$ cat config.mk
export PLATFORM = sky130hd
export DESIGN_NAME = event_encoder_8to3
export DESIGN_NICKNAME = d
export VERILOG_FILES = /design/src/rtl/event_encoder_8to3.sv
export SDC_FILE = /design/constraint.sdc
export NUM_CORES = 1
export LEC_CHECK = 0
export ABC_AREA = 1
export CORE_MARGIN = 1.5
export CORE_UTILIZATION = 39
export CTS_BUF_LIST = sky130_fd_sc_hd__clkbuf_8
export CTS_CLUSTER_DIAMETER = 150
export DETAILED_ROUTE_END_ITERATION = 7
export PLACE_DENSITY = 0.71
export SLEW_MARGIN = 25
export SYNTH_ARGS = -nofsm -noshare
export SYNTH_HDL_FRONTEND = slang
export SYNTH_SLANG_ARGS = --single-unit
export TNS_END_PERCENT = 100
$ cat constraint.sdc
create_clock -name clk -period 1.7 [get_ports clk]
set_input_delay 0.255 -clock clk [delete_from_list [all_inputs] [get_ports clk]]
set_output_delay 0.255 -clock clk [all_outputs]
set_load 0.005 [all_outputs]
$ cat src/rtl/event_encoder_8to3.sv
// Registered 8-to-3 event encoder.
// Rising edges on req are captured into a pending register and drained one
// index at a time over a valid/ready stream.
// Build option: define EVENT_ENCODER_ROUND_ROBIN_EN to use round-robin selection
// (scan upward from the last loaded index). Otherwise the highest pending index wins.
module event_encoder_8to3 (
    input  logic       clk,
    input  logic       rst,
    input  logic [7:0] req,
    output logic [2:0] out_idx,
    output logic       out_valid,
    input  logic       out_ready,
    output logic [7:0] pending,
    output logic       overflow
);

    localparam logic ST_EMPTY = 1'b0;
    localparam logic ST_FULL  = 1'b1;

    logic       state, state_nxt;
    logic [7:0] req_q;
    logic [7:0] rise;
    logic       any_pend;
    logic       load;
    logic [2:0] sel_idx;
    logic [7:0] load_mask;

`ifdef EVENT_ENCODER_ROUND_ROBIN_EN
    logic [2:0] last;
`endif

    assign rise      = req & ~req_q;
    assign any_pend  = |pending;
    // A load happens whenever there is work and the output slot is free or draining.
    assign load      = any_pend && ((state == ST_EMPTY) || out_ready);
    assign out_valid = (state == ST_FULL);

`ifdef EVENT_ENCODER_ROUND_ROBIN_EN
    // Round-robin pick: first pending bit at last+1, last+2, ... (wrapping), last itself last.
    always_comb begin
        sel_idx = last;
        for (int k = 8; k >= 1; k--) begin
            if (pending[last + 3'(k)]) sel_idx = last + 3'(k);
        end
    end
`else
    // Fixed priority pick: the highest set pending bit wins.
    always_comb begin
        sel_idx = 3'd0;
        for (int i = 0; i < 8; i++) begin
            if (pending[i]) sel_idx = 3'(i);
        end
    end
`endif

    // One-hot of the index consumed from pending this edge.
    always_comb begin
        load_mask = 8'b0;
        if (load) load_mask[sel_idx] = 1'b1;
    end

    // Output FSM: EMPTY waits for work; FULL holds until accepted, then reloads or empties.
    always_comb begin
        state_nxt = state;
        case (state)
            ST_EMPTY: if (any_pend) state_nxt = ST_FULL;
            ST_FULL:  if (out_ready && !any_pend) state_nxt = ST_EMPTY;
            default:  state_nxt = ST_EMPTY;
        endcase
    end

    // Edge capture, pending bookkeeping (a new rise beats a same-edge clear), overflow pulse.
    always_ff @(posedge clk or posedge rst) begin
        if (rst) begin
            req_q    <= 8'b0;
            pending  <= 8'b0;
            overflow <= 1'b0;
        end else begin
            req_q    <= req;
            pending  <= (pending & ~load_mask) | rise;
            overflow <= |(rise & pending & ~load_mask);
        end
    end

    // State and output index; out_idx only moves on a load so it is stable under backpressure.
    always_ff @(posedge clk or posedge rst) begin
        if (rst) begin
            state   <= ST_EMPTY;
            out_idx <= 3'd0;
        end else begin
            state <= state_nxt;
            if (load) out_idx <= sel_idx;
        end
    end

`ifdef EVENT_ENCODER_ROUND_ROBIN_EN
    // Remember the most recent load; reset value 7 makes the first scan start at 0.
    always_ff @(posedge clk or posedge rst) begin
        if (rst)       last <= 3'd7;
        else if (load) last <= sel_idx;
    end
`endif

endmodule

Yosys cells after proc, flatten, opt, wreduce, memory -nomap -nowiden
Cells that the tools add are included. Widths: inputs -> output; s select.

Register bits: 21. Word-level logic and storage cells: 35.

$lt $le $gt $ge: 2. Multiplexer cells: 13. Bitwise gates (word level): 8. Reductions and logical operators: 7.

Operators with widths (number): $and 8x8->8 (4); $not 8->8 (2); $reduce_or 8->1 (2); $mux 3 (4); $mux 8 (1); $or 8x8->8 (1); $lt 3x4->1 const B (1); $mux 1 (4); $mux 2 (2); $demux 1 s3 (1); $ge 3x1->1 const B (1); $logic_and 1x1->1 (3); $pmux 1 s2 (1); $logic_not 1->1 (1); $logic_or 1x1->1 (1); $not 1->1 (1).

Depth between registers and ports, before layout
Gate-level depths: netlist (run 1).

Word-level depth: 15. Gate-level depth with buffers: 12. Mapped depth without buffers: 12.

Worst setup path after synthesis (run 1)
OpenSTA, ideal clock, no wires.

Path kind: register -> register. Start point: register pending[7]. End point: register overflow. Data arrival time: 1090 ps. Required time: 1581 ps. Slack: 491 ps. Cell stages (with the launch flop): 11. Path buffers: 0. Clock period less this slack: 1209 ps. Cell sequence: dfrtp_1 nor2_4 nand2_2 inv_2 nand3_2 nor2_2 nand2_1 nand2_1 nand2_1 nor2_1 nand2_1.

Longest elaborated chain between the ends: 9. Elaborated cells between the ends (all ways): 13. Those cells by class: order compare: 2; mux: 4; bitwise: 3; reduce/logical: 4.

Ends and longest elaborated chain: start, declared (RTL line 13) `output logic [7:0] pending,`; start signal, assigned (RTL line 80) `pending <= (pending & ~load_mask) | rise;`; $mux 3 (RTL line 51) `if (pending[i]) sel_idx = 3'(i);`; $lt 3x4->1 (implied by the code) or $ge 3x1->1 (tied branches) (RTL line 59) `if (load) load_mask[sel_idx] = 1'b1;`; $logic_and 1x1->1 (implied by the code) (RTL line 59); $mux 1 (implied by the code) (RTL line 59); $demux 1 s3 (RTL line 59); $mux 8 (RTL line 59); $not 8->8 (RTL line 81) `overflow <= |(rise & pending & ~load_mask);`; $and 8x8->8 * (RTL line 81); $reduce_or 8->1 * (RTL line 81); end signal, assigned (RTL line 81); end, declared (RTL line 14) `output logic overflow`.

Every way passes the cells marked *; elsewhere a longest branch is shown, timed or not. A chain may end at the register's enable or synchronous reset.

Worst setup path in the final report (run 1)
Start point: register pending[6]. End point: output pending[6].

No word-level cell between the ends.

==> metrics, run 1 <==
status finished, final reports clean; Area Growth Syn to Fin 31.9%; vias in the first global route 774; WL/cell 10.2 um; hold_ws 320 ps; placed wire-length estimate 1440 um; post-synthesis cell type count 19; Initial Utilization 40.9%; Layout Utilization 54.0%; total power draw 1.09 mW; relative slew slack 82.5%; Post-synth EDFFs 0; die extent in y 53.8 um; number of max-cap violations 0; largest net degree at the start of global routing 22; Tcrit/Tclk final 88.9%; Pre-antenna DRT Iters 4; port bufs 23; Max Clk Rate 0.662 GHz; post-synth top area cell dfrtp_1; vias per inst 4.61; Area contributors post-synth dfrtp_1 (52%), nand2_1 (14%), inv_1 (7.8%); fin crit period 1510 ps; core area 2450 um2; Max Slew Vio Count 0; Synth async-reset ratio 100%; drt drc 0; clock buffer count from CTS 3; Top Metal Used met4; cell at the root of the clock tree clkbuf_8; Synth top area share 52.3%; crit path kind reg -> out; Worst setup EP type primary output; GR Util All Layers 15.1%; DRT antenna net count 0; yosys warns 0; PwrDens 826 nW/um2; design area 1330 um2; final setup fails 0; total grt overflow 0; DR iter-0 viols 22; Syn Nets 134; gp weighted congestion 0.803; Routed WL 1850 um; top-count cell post-synth nand2_1; top cells by instance count after synthesis nand2_1 (37), dfrtp_1 (21), inv_1 (21); Clock H-tree levels 1; Hold-fix buffers, CTS 0; Req. time, crit path 1440 ps; DR WL met3 100 um; skew final 1.81 ps; type of origin of the critical path flop; Fin Setup TNS 0 ps; FP Rows 18; CP cell instances clkdlybuf4s50_1; CP max stage delay 550 ps; P_leak 0.677 nW; vias after detailed routing 834; met2 WL 898 um; worst reg2reg setup slack 360 ps; number of diodes 0; io pins 24; Hold Crit Class in -> async; synthesized flop and latch total 21; delay-heaviest family, CP buffers and inverters; Syn Inst Count 123; Nets 163; initial antenna violation count 0; crit path DAT 1260 ps; share of cells above drive strength 1 13.2%; insertion delay to the later sink of the worst-skew pair 250 ps; Post-CTS Setup Bufs 0; die area 2890 um2; Post-Syn Area per Cell 8.17 um2; Worst VDD drop 523 uV; Die W 53.8 um; first-pass GRT wire length 3130 um; Bufs and invs on worst path 1; RSZ-0062 raised after global routing false; Worst Path Max Fanout 5; Cell Area, Synth 1000 um2; number of buffers on the longest clock path 2; sink count of the clock tree 21; dpl cell area 1280 um2; slowest stage cell, crit path clkdlybuf4s50_1; register area share after synthesis 52.3%; wl on met1 831 um; CTS tree yes; post-cts resize count 0; FF-to-FF End overflow$_DFF_PP0_; Worst-Margin Slew 262 ps; R2R depth 6; Worst-path clk slew 70 ps; Hold Fails Final Rpt 0; ys flop type dfrtp_1; FF-to-FF Start pending[7]$_DFF_PP0_
per-stage QoR:
step,cells,setup WS (ps)
detailed placement,177,124
global placement,177,136
global route,181,130
finish,181,189
floorplan,123,491
CTS,181,191
routing by layer:
layer,track usage [%],vias to the layer above
met5,0,-
met4,6.41,0
met3,2.50,2
met2,25.2,26
met1,19.1,380
li1,-,426
flip-flops by register name (all words and copies together), names as in the netlist:
register and cells:
pending 8, req_q 8, overflow 1, out_idx 3, out_valid 1
how the worst max path moves through the flow:
stage	start	end	slack, ps	cells past startpoint
floorplan	pending[7]$_DFF_PP0_	overflow$_DFF_PP0_	490	10
global placement	out_ready	overflow$_DFF_PP0_	140	8
detailed placement	out_ready	overflow$_DFF_PP0_	120	10
CTS	pending[6]$_DFF_PP0_	pending[6]	190	1
global route	pending[6]$_DFF_PP0_	pending[6]	130	1
finish	pending[6]$_DFF_PP0_	pending[6]	190	1
cell type report:
type | instances | area, um2
well taps | 30 | 37.5
clock inverters | 1 | 3.75
inverters | 24 | 90.1
multi-input cells | 78 | 389
fillers | 240 | 1130
clock buffers | 3 | 41.3
repair buffers | 24 | 238
flip-flops and latches | 21 | 526
cell families (layout without fill, tap and decap cells):
| logic type | count (synthesis) | count (layout) | synth area share, % |
|---|---|---|---|
| buffers and inverters | 24 | 52 | 8.97 |
| AOI/OAI and AO/OA | 7 | 7 | 3.99 |
| and+or+nand+nor | 71 | 71 | 34.7 |
| DFF | 21 | 21 | 52.3 |
worst min-delay path, delay by kind of cell:
family / cells / cell delay, ps
buf+inv: 3 / 700
cells in the final DEF (no fill, tap or decap), drive strengths merged:
| cell | n |
|---|---|
| nand4 | 3 |
| o21ai | 1 |
| buf | 1 |
| inv | 25 |
| a21oi | 3 |
| nand2 | 43 |
| nor2 | 17 |
| clkdlybuf4s50 | 23 |
| nand3 | 6 |
| o22ai | 1 |
| o21a | 1 |
| clkbuf | 3 |
| dfrtp | 21 |
| nand3b | 1 |
| a31oi | 1 |
| nor3 | 1 |
report_power, final:
part	internal, mW	total (mW)	switching, mW
clock	0.160	0.307	0.147
combinational	0.109	0.218	0.109
sequential	0.536	0.569	0.0330
total	0.805	1.09	0.289
(Power assumes the default switching activity.)
==> run 2: changes to the inputs <==
- ABC_AREA: 1 -> unset
- CORE_MARGIN: 1.5 -> 4
- CORE_UTILIZATION: 39 -> 49
- PLACE_DENSITY: 0.71 -> 0.87
==> run 2 against run 1 <==
Die area down 11%. Non-clock buffer count up 7. Design area down 5.5%. Global-route usage up 1.5 points. First-iteration DRC count down 64%. Clock skew down 0.95 ps. Flip-flop and latch count unchanged. Register-to-register slack worse by 300 ps. Largest power group unchanged.
==> metrics, run 2 <==
Hold Crit Class in -> async; drt drc 0 (unchanged); port bufs 23 (unchanged); relative slew slack 70.8% (-12 points); wl on met1 886 um (+6.6%); die extent in y 50.6 um (-5.9%); Syn Nets 92 (-31%); yosys warns 0 (unchanged); P_leak 0.523 nW (-23%); Synth top area share 59.2% (+6.9 points); largest net degree at the start of global routing 22 (unchanged); Die W 50.6 um (-5.9%); Top Metal Used met4; placed wire-length estimate 1470 um (+2.2%); total grt overflow 0 (unchanged); number of max-cap violations 0 (unchanged); number of buffers on the longest clock path 2 (unchanged); Pre-antenna DRT Iters 4 (unchanged); GR Util All Layers 16.5% (+1.5 points); vias per inst 5.29 (+15%); Cell Area, Synth 888 um2 (-12%); vias in the first global route 720 (-7.0%); share of cells above drive strength 1 13.9% (+0.67 points); sink count of the clock tree 21 (unchanged); Clock H-tree levels 1 (unchanged); Post-synth EDFFs 0 (unchanged); met2 WL 943 um (+5.0%); Worst VDD drop 517 uV (-1.2%); PwrDens 842 nW/um2 (+2.0%); most common cell after layout, fill and taps aside clkdlybuf4s50_1; top cells by instance count after synthesis dfrtp_1 (21), inv_1 (9), nor2_1 (6); Worst-Margin Slew 432 ps (+170 ps); first-pass GRT wire length 3170 um (+1.3%); DRT antenna net count 0 (unchanged); post-synth top area cell dfrtp_1; CTS tree yes; vias after detailed routing 740 (-11%); Worst-path clk slew 70 ps (about the same); CP cell instances nor4_4 -> buf_4 -> nand2_1 -> a311oi_2 -> nand4_1; synthesized flop and latch total 21 (unchanged); DR WL met3 69 um (-31%); Max Slew Vio Count 0 (unchanged); Tcrit/Tclk final 96.5% (+7.6 points); insertion delay to the later sink of the worst-skew pair 250 ps (about the same); top-count cell post-synth dfrtp_1; DR iter-0 viols 8 (-64%); Req. time, crit path 1820 ps (+380 ps); Routed WL 1960 um (+6.1%); Nets 127 (-22%); Post-Syn Area per Cell 11.0 um2 (+34%); CP max stage delay 470 ps (-80 ps); Post-CTS Setup Bufs 0 (unchanged); Fin Setup TNS 0 ps (unchanged); Final Non-Filler Cells 140 (-23%); RSZ-0062 raised after global routing false; gp weighted congestion 0.827 (+3.0%); core area 1730 um2 (-30%); status finished, final reports clean; FP Rows 15 (-3); Worst Path Max Fanout 7 (+2); register area share after synthesis 59.2% (+6.9 points); Synth async-reset ratio 100% (unchanged); die area 2560 um2 (-11%); Syn Inst Count 81 (-34%); ys flop type dfrtp_1; Max Clk Rate 0.610 GHz (-7.9%); io pins 24 (unchanged); cell at the root of the clock tree clkbuf_8; Hold Fails Final Rpt 0 (unchanged); post-synthesis cell type count 25 (+6); Area contributors post-synth dfrtp_1 (59%), inv_1 (3.8%), nand3b_1 (3.4%); skew final 0.863 ps (-0.946 ps); slowest stage cell, crit path dfrtp_2; WL/cell 14.0 um (+37%); initial antenna violation count 0 (unchanged); Multi-input gate area 324 um2 (-17%); crit path kind reg -> reg; Area Growth Syn to Fin 41.0%; commonest cells after routing, fill and taps aside clkdlybuf4s50_1 (23), dfrtp_1 (19), inv_1 (10), buf_4 (8), nor2_1 (6); # placed instances 136 (-23%); Worst setup EP type flop; clock buffer count from CTS 3 (unchanged); R2R depth 5 (-1); crit path DAT 1760 ps (+500 ps); Initial Utilization 51.4% (+11 points); FILL cells 127 (-47%); Largest regs pending x8, req_q x8, out_idx x3; Sequential Area 528 um2 (+0.48%); final setup fails 0 (unchanged); fin crit period 1640 ps (+130 ps); type of origin of the critical path flop; number of diodes 0 (unchanged)
## run 2: cell count changes after synthesis, moves of 3 or more
cell and delta:
nand2_1 -34, inv_1 -12, nor2_1 -6, nand2_2 -4, nand2b_1 +4, o21ai_0 +4, inv_2 -3, nand3b_1 +3
nor2_4 -3
## run 2: layer usage
layer | GRT usage [%] | up-vias
li1 | - | 356
met1 | 21.0 | 353
met2 | 25.9 | 24
met3 | 2.97 | 7
met4 | 10.3 | 0
met5 | 0 | -
## run 2: area by class of cell
type	instances	share of cell area, %
clock buffers	3	3.30
clock inverters	1	0.300
inverters	9	2.70
multi-input cells	50	25.9
flip-flops and latches	21	42.2
well taps	25	2.50
repair buffers	31	23.2
## run 2: logic make-up (layout without fill, tap and decap cells)
| logic type | after synthesis | count (layout) | share of synthesized area, % |
|---|---|---|---|
| buffers and inverters | 10 | 44 | 5.07 |
| DFF | 21 | 21 | 59.2 |
| AOI/OAI and AO/OA | 22 | 22 | 16.2 |
| and+or+nand+nor | 28 | 28 | 19.6 |
## run 2: where the power goes
group	internal [mW]	switching [mW]
Clock	0.161	0.150
Sequential	0.534	0.0364
Combinational	0.102	0.0716
## run 2: metrics by stage
stage | setup WS, ps | total power [mW] | cell area, um2 | hold WS, ps | utilization, %
floorplan | 69.6 | 0.647 | 888 | 232 | -
global placement | 89.6 | 0.743 | 1200 | 414 | 69.4
detailed placement | 56.5 | 0.748 | 1200 | 442 | 69.4
finish | 59.4 | 1.05 | 1250 | 322 | 72.5
CTS | 44.3 | 1.06 | 1240 | 332 | 72.0
global route | 15.8 | 1.11 | 1250 | 339 | 72.5
## run 2: worst max-delay path: cells and delay by family (launching register included)
family | cells | cell delay, ps
DFF | 1 | 470
and+or+nand+nor | 3 | 540
AOI/OAI and AO/OA | 1 | 290
buffers and inverters | 1 | 200
## run 2: worst paths after layout
path	start	to	slack, ps
worst max-delay path	pending[5]$_DFF_PP0_	overflow$_DFF_PP0_	60
worst min-delay path	rst	req_q[6]$_DFF_PP0_	320
worst max register to register	pending[5]$_DFF_PP0_	overflow$_DFF_PP0_	60
worst min register to register	req_q[0]$_DFF_PP0_	pending[0]$_DFF_PP0_	450
max in group asynchronous	rst	pending[6]$_DFF_PP0_	1150
min in group clk	req_q[0]$_DFF_PP0_	pending[0]$_DFF_PP0_	450
## run 2: repair_timing
item | 4_1_cts | 5_1_grt
setup endpoints to repair | 0 | 1
hold buffers | 0 | 0
gates resized for setup | 0 | 3
==> run 3: changes to the inputs <==
- ABC_CLOCK_PERIOD_IN_PS: unset -> 1700
- CORE_UTILIZATION: 49 -> 46
- PLACE_DENSITY: 0.87 -> 0.83
==> run 3 against run 2 <==
First-iteration DRC count increased to 2.5 times the previous value. Combinational power is 9.8% higher. Register-to-register slack improved by 60 ps. Worst hold slack got worse by 5.7 ps. Worst setup slack improved by 30 ps. Sequential power is 1% lower. Count of clock-buffer cells in the layout did not move. Cell count is 1.4% higher. Global-route usage about the same. Sequential share of layout area down 0.45 points. Largest cell class unchanged. Highest routed layer unchanged.
==> metrics, run 3 (synthesis results as in run 2) <==
vias per inst 5.12 (-3.1%); worst reg2reg setup slack 120 ps (+60 ps); Post-CTS Setup Bufs 0 (unchanged); crit path kind reg -> out; Area Growth Syn to Fin 41.8%; Pre-antenna DRT Iters 4 (unchanged); total grt overflow 0 (unchanged); most common cell after layout, fill and taps aside clkdlybuf4s50_1; die area 2700 um2 (+5.5%); number of max-cap violations 0 (unchanged); final setup fails 0 (unchanged); commonest cells after routing, fill and taps aside clkdlybuf4s50_1 (23), dfrtp_1 (21), buf_4 (10), inv_1 (9), nor2_1 (6); placed wire-length estimate 1550 um (+5.6%); # placed instances 138 (+1.5%); Reg power frac 53.0% (-1.1 points); sink count of the clock tree 21 (unchanged); share of cells above drive strength 1 13.7% (-0.24 points); io pins 24 (unchanged); GR Util All Layers 16.6% (+0.035 points); initial antenna violation count 0 (unchanged); Initial Utilization 49.8% (-1.6 points); fin crit period 1610 ps (-29.7 ps); P_leak 0.531 nW (+1.5%); Hold Fails Final Rpt 0 (unchanged); first-pass GRT wire length 3260 um (+2.8%); Req. time, crit path 1440 ps (-380 ps); design area 1260 um2 (+0.60%); die extent in y 51.9 um (+2.7%); port bufs 23 (unchanged); Worst Path Max Fanout 7 (unchanged); Layout Utilization 70.7% (-1.9 points); Final Non-Filler Cells 142 (+1.4%); status finished, final reports clean; PwrDens 842 nW/um2 (about the same); clock buffer count from CTS 3 (unchanged); Switching Fraction 24.3% (-0.17 points); cell at the root of the clock tree clkbuf_8; R2R depth 4 (-1); relative slew slack 73.3% (+2.5 points); Clock power frac 29.1% (-0.4 points); Sequential Area 526 um2 (-0.47%); type of origin of the critical path flop; gp weighted congestion 0.851 (+2.9%); Worst-Margin Slew 396 ps (-36.4 ps); Int Power 803 uW (+0.88%); vias after detailed routing 727 (-1.8%); largest net degree at the start of global routing 22 (unchanged); WL/cell 14.1 um (+0.55%); FILL cells 142 (+12%); CTS tree yes; Multi-input gate area 318 um2 (-1.9%); Hold-fix buffers, CTS 0 (unchanged); Clock H-tree levels 1 (unchanged); vias in the first global route 761 (+5.7%); insertion delay to the later sink of the worst-skew pair 250 ps (about the same); Worst setup EP type primary output; number of diodes 0 (unchanged); Die W 51.9 um (+2.7%); RSZ-0062 raised after global routing false; Tcrit/Tclk final 94.8% (-1.7 points); DRT antenna net count 0 (unchanged); Routed WL 2000 um (+2.0%); Max Slew Vio Count 0 (unchanged); DR iter-0 viols 20 (+12); FP Rows 15 (unchanged); hold_ws 317 ps (-5.70 ps); Logic pwr share 17.9% (+1.4 points); Largest regs pending x8, req_q x8, out_idx x3; Net Switching 258 uW (about the same); crit path DAT 1360 ps (-400 ps); Max Clk Rate 0.621 GHz (+1.8%); Nets 129 (+1.6%); Worst-path clk slew 70 ps (about the same); skew final 2.62 ps (+1.76 ps); number of buffers on the longest clock path 2 (unchanged); Worst VDD drop 796 uV (+54%); Hold Crit Class in -> async; post-cts resize count 0 (unchanged); Fin Setup TNS 0 ps (unchanged); drt drc 0 (unchanged); dpl cell area 1210 um2 (+1.3%); core area 1780 um2 (+3.3%)
-- run 3: cell types whose count changed in the layout (fill, tap and decap cells not counted) --
cell	before	now
a311oi_2	1	0
a311oi_1	0	1
dfrtp_1	19	21
clkinv_2	0	1
inv_1	10	9
buf_4	8	10
dfrtp_2	2	0
-- run 3: final timing paths --
check,from,end
max,pending[6]$_DFF_PP0_,pending[6]
min,rst,pending[2]$_DFF_PP0_
max reg2reg,pending[7]$_DFF_PP0_,overflow$_DFF_PP0_
min reg2reg,req_q[0]$_DFF_PP0_,pending[0]$_DFF_PP0_
max in group asynchronous,rst,pending[6]$_DFF_PP0_
min in group clk,req_q[0]$_DFF_PP0_,pending[0]$_DFF_PP0_
-- run 3: cell type report --
cell class | instances | share of cell area, %
flip-flops and latches | 21 | 41.7
clock buffers | 3 | 3.28
well taps | 25 | 2.48
repair buffers | 33 | 24.2
clock inverters | 1 | 0.397
multi-input cells | 50 | 25.2
inverters | 9 | 2.68
-- run 3: routing by layer --
layer | GRT usage (%) | vias up | wire (um)
met5 | 0 | - | 0
met4 | 5.68 | 0 | 53
met3 | 5.16 | 6 | 103
met2 | 28.7 | 21 | 1010
met1 | 19.1 | 335 | 830
li1 | - | 365 | -
-- run 3: critical path, cell delays in order, from the launching register on --
cell and delay (ps):
dfrtp_1 420, buf_4 170, clkdlybuf4s50_1 510
-- run 3: power by group through the flow --
| stage | combinational (mW) | clock (mW) | sequential (mW) |
|---|---|---|---|
| after global placement | 0.186 | 0 | 0.567 |
| after detailed placement | 0.190 | 0 | 0.572 |
| final | 0.190 | 0.309 | 0.562 |
| after CTS | 0.192 | 0.321 | 0.562 |
| after global routing | 0.209 | 0.348 | 0.565 |
| after floorplan | 0.0734 | 0 | 0.573 |
-- run 3: per-stage QoR --
step	setup WS, ps	power, mW
after floorplan	69.6	0.647
after CTS	84.5	1.08
after global placement	82.3	0.753
after global routing	13.5	1.12
after detailed placement	18.1	0.762
final	89.1	1.06
==> edit: new RTL, flow settings as in run 3 <==
The option `EVENT_ENCODER_ROUND_ROBIN_EN` is turned on by a define.
--- a/src/rtl/event_encoder_8to3.sv
+++ b/src/rtl/event_encoder_8to3.sv
@@ -3,6 +3,8 @@
 // index at a time over a valid/ready stream.
 // Build option: define EVENT_ENCODER_ROUND_ROBIN_EN to use round-robin selection
 // (scan upward from the last loaded index). Otherwise the highest pending index wins.
+`define EVENT_ENCODER_ROUND_ROBIN_EN
+
 module event_encoder_8to3 (
     input  logic       clk,
     input  logic       rst,
Function: changed (Yosys sat finds a counterexample within 4 cycles, from zero or initial values and one cycle with rst high).
==> edit against run 3 <==
  * The run now ends with setup timing left
  * Cell area rose by 130%
  * Wire length rose to 3.2 times the old value
  * Fmax fell by 46%
  * Utilization rose by 6.0 points
  * Count of clock-buffer cells in the layout rose by 1
  * Synthesized area rose by 110%
  * Sequential cell count rose by 3
  * Worst setup slack got worse by 1400 ps
  * Cell count rose by 120%
  * Highest routed layer unchanged
Power is not shown: default switching activity piles up to over one toggle a cycle in this logic, so the estimate is an artifact.
==> edit: results (changes against run 3) <==
| Metric | Value |
|---|---|
| Reg clk slew, reported paths | `90 ps (was 70 ps)` |
| Max-Slew Margin vs Limit | `66.00% (was 73.26%)` |
| Non-Filler Instances | `314 (was 142)` |
| Synth unique cells | `54 (was 25)` |
| Largest net degree at the start of global routing | `25 (was 22)` |
| Vias in the first global route | `2,033 (was 761)` |
| Starting DRT DRC Count | `152 (was 20)` |
| Final Wtd Congestion | `0.9011 (was 0.8512)` |
| Outcome | `finished, violations left (was complete, no violations)` |
| Violations in the final reports | `setup timing` |
| Critical path's top delay family | `compound AO/OA/AOI/OAI gates (was buffers and inverters)` |
| Syn_nets | `197 (was 92)` |
| Worst skew pair latency | `270 ps (was 250 ps)` |
| Drt first pass iters | `5 (was 4)` |
| Top cells by count, synth | `21 x dfrtp_1, 18 x nand2_1, 12 x mux4_2, 12 x o21ai_1, 11 x inv_1 (was 21 x dfrtp_1, 9 x inv_1, 6 x nor2_1)` |
| Clock skew | `3.932 ps (was 2.619 ps)` |
| Gr usage total | `24.06% (was 16.57%)` |
| Setup ws final | `-1292 ps (was 89.11 ps)` |
| Final HPWL DP | `3998 µm (was 1553 µm)` |
| Final Setup Violations | `18 (was 0)` |
| Area post-placement | `2557 µm² (was 1214 µm²)` |
| Syn-to-layout area delta | `55.62% (was 41.83%)` |
| Slowest cell delay on critical path | `620 ps (was 510 ps)` |
| Fraction of layout cells with a size suffix above 1 | `49.62% (was 13.68%)` |
| Placed insts | `298 (was 138)` |
| Post-Syn Area per Cell | `10.10 µm² (was 10.97 µm²)` |
| Fillcell total | `212 (was 142)` |
| Ranking of synthesized cells by area | `dfrtp_1 28%, mux4_2 15%, mux2i_1 4.3%, dfstp_2 4.2%, nand2_1 3.6% (was dfrtp_1 59%, inv_1 3.8%, nand3b_1 3.4%, a21oi_1 2.8%, nand2b_1 2.8%)` |
| DR vias/cell | `6.245 (was 5.120)` |
| Worst Path Arrival | `3200 ps (was 1360 ps)` |
| Peak fanout along the critical path | `8 (was 7)` |
| Slowest CP cell | `dfstp_2 (was clkdlybuf4s50_1)` |
| Final Net Count | `280 (was 129)` |
| Largest regs | `pending x8, req_q x8 (was pending x8, req_q x8, out_idx x3)` |
==> edit: cell types whose count changed after synthesis, sizes merged, moves of 3 or more <==
cell / before / now
nand2: 3 / 18
o21ai: 6 / 21
mux4: 0 / 12
mux2i: 0 / 8
buf: 1 / 8
mux2: 0 / 6
clkbuf: 0 / 4
a21oi: 5 / 8
dfstp: 0 / 3
inv: 9 / 12
nor2b: 2 / 5
xnor2: 0 / 3
==> edit: through the flow <==
step	TNS (ps)	setup slack (ps)
2_1_floorplan	-15920	-1384
3_3_place_gp	-14670	-1177
3_5_place_dp	-15900	-1292
4_1_cts	-15780	-1250
5_1_grt	-18350	-1420
6_report	-16840	-1292
==> edit: area by class of cell <==
cell class              instances  area share [%]
inverters                      12           1.817
flip-flops and latches         24           21.03
repair buffers                 90           26.57
well taps                      48           2.077
clock buffers                   4           1.904
multi-input cells             136           46.60
==> edit: cell families after synthesis <==
kind of cell,share of synthesized area (%)
xor gates and xnor gates,2.762
adders and majority gates,1.347
AOI/OAI and AO/OA,19.60
DFF,32.53
muxes,22.69
and+or+nand+nor,15.08
buffers and inverters,5.992
==> edit: timing repair <==
action                     CTS  global route
gates resized for setup     21            22
pin swaps                   10             4
setup endpoints to repair   15            23
setup buffers                8             4
==> edit: worst paths after layout <==
kind / start / to / slack [ps] / depth (start not counted)
max in group asynchronous: rst / last[0]$_DFFE_PP1P_ / 1060 / 3
min in group clk: req[2] / req_q[2]$_DFF_PP0_ / 450 / 1
min: rst / req_q[1]$_DFF_PP0_ / 350 / 3
min reg2reg: req_q[5]$_DFF_PP0_ / pending[5]$_DFF_PP0_ / 460 / 1
max: last[0]$_DFFE_PP1P_ / overflow$_DFF_PP0_ / -1290 / 11
max reg2reg: last[0]$_DFFE_PP1P_ / overflow$_DFF_PP0_ / -1290 / 11
==> edit: routing by layer <==
| metal | GRT usage [%] | part of all wire (%) | vias up | wire length (µm) |
|---|---|---|---|---|
| met5 | 0 | 0 | - | 0 |
| met4 | 11.06 | 3.2 | 0 | 206 |
| met3 | 3.506 | 6.6 | 27 | 425 |
| met2 | 43.47 | 51 | 96 | 3275 |
| met1 | 27.84 | 39 | 984 | 2501 |
| li1 | - | - | 854 | - |
==> edit: tightest hold or removal path, cell delays in order <==
cell             delay, ps
clkdlybuf4s50_1        410
inv_1                   60
buf_4                  300
